**src/rtl/mem_arb_pkg.sv**
```systemverilog
// rtl/mem_arb_pkg.sv - grant encodings and access-alignment helper for the memory port arbiter
package mem_arb_pkg;

  localparam logic [1:0] GNT_NONE = 2'b00;
  localparam logic [1:0] GNT_IF   = 2'b01;
  localparam logic [1:0] GNT_D    = 2'b10;

  // Byte accesses never misalign; half needs addr[0]=0; word needs addr[1:0]=0.
  function automatic logic is_misaligned(input logic byte_acc, input logic half_acc,
                                         input logic [1:0] addr_lo);
    return !byte_acc && (half_acc ? addr_lo[0] : (addr_lo != 2'b00));
  endfunction

endpackage

```
**src/rtl/mem_arb_starve_ctr.sv**
```systemverilog
// rtl/mem_arb_starve_ctr.sv - saturating count of consecutive fetch losses to the data port
module mem_arb_starve_ctr #(
  parameter int LIMIT = 2
) (
  input  logic clk,
  input  logic rst,
  input  logic inc_i,
  input  logic clr_i,
  output logic sat_o
);

  localparam int W = (LIMIT < 1) ? 1 : $clog2(LIMIT + 1);

  logic [W-1:0] cnt_q, cnt_d;

  assign sat_o = (cnt_q == W'(LIMIT));

  always_comb begin
    cnt_d = cnt_q;
    if (clr_i)
      cnt_d = '0;
    else if (inc_i && !sat_o)
      cnt_d = cnt_q + W'(1);
  end

  always_ff @(posedge clk) begin
    if (rst)
      cnt_q <= '0;
    else
      cnt_q <= cnt_d;
  end

endmodule

```
**src/rtl/mem_port_arbiter.sv**
```systemverilog
// rtl/mem_port_arbiter.sv - shares one unified memory between instruction fetch and the data port
module mem_port_arbiter
  import mem_arb_pkg::*;
#(
  parameter int ADDR_W       = 12,
  parameter int STARVE_LIMIT = 2
) (
  input  logic              clk,
  input  logic              rst,
  input  logic              if_req,
  input  logic [ADDR_W-1:0] if_addr,
  output logic              if_gnt,
  output logic              if_stall,
  output logic              if_rvalid,
  output logic [31:0]       if_rdata,
  input  logic              d_req,
  input  logic              d_we,
  input  logic              d_byte,
  input  logic              d_half,
  input  logic              d_zext,
  input  logic [ADDR_W-1:0] d_addr,
  input  logic [31:0]       d_wdata,
  output logic              d_gnt,
  output logic              d_stall,
  output logic              d_rvalid,
  output logic [31:0]       d_rdata,
  output logic              d_err,
  output logic              mem_read,
  output logic              mem_write,
  output logic              mem_byte,
  output logic              mem_half,
  output logic              mem_zext,
  output logic [ADDR_W-1:0] mem_addr,
  output logic [31:0]       mem_wdata,
  input  logic [31:0]       mem_rdata
);

  logic [1:0]  gnt_sel;
  logic        starve_sat;
  logic        d_mis;
  logic        if_rvalid_q, d_rvalid_q, d_err_q;
  logic [31:0] if_rdata_q, d_rdata_q;

  assign d_mis = is_misaligned(d_byte, d_half, d_addr[1:0]);

  // Data normally wins a conflict; fetch wins once it has lost STARVE_LIMIT times in a row.
  always_comb begin
    gnt_sel = GNT_NONE;
    if (!rst) begin
      if (if_req && d_req)
        gnt_sel = starve_sat ? GNT_IF : GNT_D;
      else if (d_req)
        gnt_sel = GNT_D;
      else if (if_req)
        gnt_sel = GNT_IF;
    end
  end

  assign if_gnt   = (gnt_sel == GNT_IF);
  assign d_gnt    = (gnt_sel == GNT_D);
  assign if_stall = if_req & ~if_gnt;
  assign d_stall  = d_req & ~d_gnt;

  mem_arb_starve_ctr #(
    .LIMIT (STARVE_LIMIT)
  ) u_starve (
    .clk   (clk),
    .rst   (rst),
    .inc_i (if_req & d_req & d_gnt),
    .clr_i (if_gnt | ~if_req),
    .sat_o (starve_sat)
  );

  always_comb begin
    mem_read  = 1'b0;
    mem_write = 1'b0;
    mem_byte  = 1'b0;
    mem_half  = 1'b0;
    mem_zext  = 1'b0;
    mem_addr  = '0;
    mem_wdata = '0;
    case (gnt_sel)
      GNT_IF: mem_addr = if_addr;
      GNT_D: begin
        mem_read  = ~d_we & ~d_mis;
        mem_write = d_we & ~d_mis;
        mem_byte  = d_byte;
        mem_half  = d_half;
        mem_zext  = d_zext;
        mem_addr  = d_addr;
        mem_wdata = d_wdata;
      end
      default: ;
    endcase
  end

  // Read data is captured at the end of the grant cycle; stores and misaligned accesses return 0.
  always_ff @(posedge clk) begin
    if (rst) begin
      if_rvalid_q <= 1'b0;
      if_rdata_q  <= '0;
      d_rvalid_q  <= 1'b0;
      d_rdata_q   <= '0;
      d_err_q     <= 1'b0;
    end else begin
      if_rvalid_q <= if_gnt;
      d_rvalid_q  <= d_gnt;
      if (if_gnt)
        if_rdata_q <= mem_rdata;
      if (d_gnt) begin
        d_rdata_q <= (d_we || d_mis) ? 32'd0 : mem_rdata;
        d_err_q   <= d_mis;
      end
    end
  end

  assign if_rvalid = if_rvalid_q;
  assign if_rdata  = if_rdata_q;
  assign d_rvalid  = d_rvalid_q;
  assign d_rdata   = d_rdata_q;
  assign d_err     = d_err_q;

endmodule

```
**config.mk**
```make
export PLATFORM = sky130hd
export DESIGN_NAME = mem_port_arbiter
export DESIGN_NICKNAME = d
export VERILOG_FILES = /design/src/rtl/mem_arb_pkg.sv /design/src/rtl/mem_arb_starve_ctr.sv /design/src/rtl/mem_port_arbiter.sv
export SDC_FILE = /design/constraint.sdc
export NUM_CORES = 1
export LEC_CHECK = 0
export CAP_MARGIN = 20
export CORE_MARGIN = 2
export CORE_UTILIZATION = 40
export CTS_CLUSTER_SIZE = 40
export DETAILED_ROUTE_END_ITERATION = 8
export HOLD_SLACK_MARGIN = 0.1
export PLACE_DENSITY = 0.95
export SLEW_MARGIN = 10
export SYNTH_ARGS = -nofsm -noshare
export SYNTH_HDL_FRONTEND = slang
export SYNTH_HIERARCHICAL = 1
export SYNTH_SLANG_ARGS = --single-unit
```
**constraint.sdc**
```tcl
create_clock -name clk -period 3.7 [get_ports clk]
set_input_delay 0.74 -clock clk [delete_from_list [all_inputs] [get_ports clk]]
set_output_delay 0.74 -clock clk [all_outputs]
set_load 0.03 [all_outputs]
```
==> metrics.md <==
| Metric | Value |
|---|---|
| Status | finished clean |
| Largest family of logic cells by synthesized area | simple AND/OR/NAND/NOR gates |
| Total die area | 9580 µm² |
| Reg-to-Reg End | u_starve/cnt_q[1] |
| Final estimated routing congestion in global placement | 0.927 |
| N_diodes | 0 |
| Leak pwr | 2.41 nW |
| Drt pass-1 iters | 7 |
| Post-synth ARST share | 0% |
| Multiplexer share of the synthesized area | 9.08% |
| First-pass GRT wire length | 16.7 mm |
| Post-Synth XOR/XNOR Area | 0.248% |
| Hold Vio Cnt, Final | 0 |
| Worst-case reg-to-reg path depth | 11 |
| Vias | 3,358 |
| Post-CTS Hold Buffers | 0 |
| Tmin final | 3.58 ns |
| Clock transition at path regs | 0.07 ns |
| HP Class | reg -> reg |
| Number of global-route vias before repair | 3,293 |
| Worst hold path stage count | 2 |
| I/O pin count | 216 |
| Worst skew pair latency | 0.34 ns |
| Layout area overhead | 65.0% |
| Cells after Synth | 353 |
| Fin crit share | 96.9% |
| Dpl hpwl | 7.80 mm |
| H-tree Lvls | 3 |
| Flops & latches, synth | 69 |
| Post-Syn Area per Cell | 9.99 µm² |
| Num CTS Buffers | 9 |
| Clock Sink Count | 69 |
| Root Buffer | clkbuf_8 |
| Simple-gate share of the synthesized area | 22.9% |
| Slew @ Worst Pin | 0.643 ns |
| Clk_skew | 0.0131 ns |
| Nets | 655 |
| Max-cap violations | 0 |
| EDFF count, synth | 0 |
| Compound-Gate Fraction of Synth Area | 17.5% |
| Ys flop type | dfxtp_1 |
| Initial antenna violation count | 0 |
| Die W | 97.9 µm |
| Post-synth cell types | 30 |
| DRC viols | 0 |
| Final core utilization | 67.4% |
| WL final | 10.5 mm |
| Post-synth top area share | 39.2% |
| Top cell type by total area after synthesis | dfxtp_1 |
| Hold Path End | if_rdata[2] |
| Design Power | 1.90 mW |
| RSZ-0062 raised after global routing | no |
| Buffers added on ports | 215 |
| Synth Cell Area | 3530 µm² |
| Startpoint Class | input port |
| # resized after CTS | 0 |
| Largest net degree at the start of global routing | 61 |
| Clock Tree Buf Depth | 2 |
| Worst reg2reg path startpoint | u_starve/cnt_q[0] |
| Initial drt markers | 109 |
| VDD IR max | 0.288 mV |
| Routed length per instance | 15.7 µm |
| Pwr Density | 326 nW/µm² |
| Vias per cell | 5.02 |
| Syn Nets | 452 |
| Synth Warn # | 6 |
| Initial Util | 40.8% |
| Setup Buffers After CTS | 0 |
| Worst endpoint data arrival time | 2.84 ns |
| Setup violators final | 0 |
| Kind of critical path | in -> out |
| Worst setup EP type | output pin |
| Relative max-transition margin | 57.1% |
| Synth Area in Adders | 1.06% |
| Setup TNS | 0 ns |
| ANT nets after route | 0 |
| Hold slack final | 0.501 ns |
| Max Slew Vio Count | 0 |
| Grt ovf | 0 |
| Core Area | 8640 µm² |
| Ranking of synthesized cells by area | dfxtp_1 39%, o41ai_2 13%, mux2i_1 9.1% |
| Worst EP required | 2.96 ns |
| Worst Path Max Fanout | 12 |
| Total track usage | 21.1% |
| Origin of the worst min-delay path | if_rdata[2] |
| Std-Cell Rows | 34 |
| CTS tree | yes |
| Fmax | 0.279 GHz |
| Die height | 97.9 µm |
| Share of layout cells above drive strength 1 | 19.1% |
| Worst R2R Setup Slack | 1.34 ns |
| Seq/Total Area, Yosys | 39.2% |
cell usage in the layout, fill, tap and decap left out, drive strengths merged, types with 4 or more instances in the layout:
| master | n |
|---|---|
| a32oi | 11 |
| and2 | 36 |
| buf | 52 |
| clkbuf | 11 |
| clkdlybuf4s50 | 174 |
| dfxtp | 69 |
| inv | 39 |
| mux2i | 32 |
| nor2 | 47 |
| nor2b | 4 |
| o41ai | 32 |
| or3b | 33 |
where the power goes:
part | internal, mW | switching [mW]
sequential | 0.763 | 0.0101
clock | 0.418 | 0.288
combinational | 0.199 | 0.219
total | 1.38 | 0.517
how the worst max path moves through the flow:
stage                     start           end  slack [ns]
after floorplan             rst   mem_addr[3]        0.34
after global placement    d_req   mem_addr[0]        0.25
after detailed placement  d_req  mem_addr[10]        0.16
after CTS                 d_req  mem_addr[10]        0.14
after global routing      d_req  mem_addr[10]        0.03
final                     d_req  mem_addr[10]        0.12
worst max-delay path, cell delays in order:
cell and delay [ns]:
clkdlybuf4s50_1 0.51, nor2b_1 0.19, nand2_1 0.14, ha_2 0.38, nor2_1 0.16, clkdlybuf4s50_1 0.72
through the flow:
stage,setup WS [ns],cell area (µm²),instances
2_1_floorplan,0.343,3530,353
3_3_place_gp,0.251,5590,653
3_5_place_dp,0.156,5590,653
4_1_cts,0.144,5820,669
5_1_grt,0.0309,5820,669
6_report,0.116,5820,669
layer usage:
metal	vias up	track usage (%)	part of all wire, %
met4	0	4.81	1.7
met3	26	7.16	8.1
li1	1630	-	-
met5	-	0	0
met2	156	35.4	49
met1	1546	26.3	41
synth_stat cells, types with 2 or more instances:
library cell,n
buf_2,14
dfxtp_1,69
o41ai_1,3
and3_1,2
o41ai_2,29
clkbuf_1,12
or3b_2,2
ha_1,3
mux2i_1,32
buf_12,3
and2_1,36
nor2b_1,3
nor2_1,46
nand2b_1,3
or3b_1,30
a32oi_1,11
buf_4,4
nand2_1,2
inv_1,38
flip-flops by register name, indices dropped and copies added (netlist names):
name / cells
d_err: 1
d_rdata: 32
d_rvalid: 1
if_rdata: 32
if_rvalid: 1
u_starve/cnt_q: 2
logic make-up after synthesis:
logic type               count (synthesis)
AO/OA/AOI/OAI                           45
XOR/XNOR                                 1
adder cells (fa/ha/maj)                  3
buffers and inverters                   72
flip-flops                              69
multiplexers                            32
AND/OR/NAND/NOR                        131
final cells by class:
| type | count | area, µm² |
|---|---|---|
| flip-flops and latches | 69 | 1380 |
| fillers | 636 | 2820 |
| clock inverters | 5 | 81.3 |
| clock buffers | 11 | 151 |
| well taps | 108 | 135 |
| inverters | 38 | 143 |
| repair buffers | 226 | 2130 |
| multi-input cells | 212 | 1800 |
No activity file was read; power rests on OpenSTA's default activity.
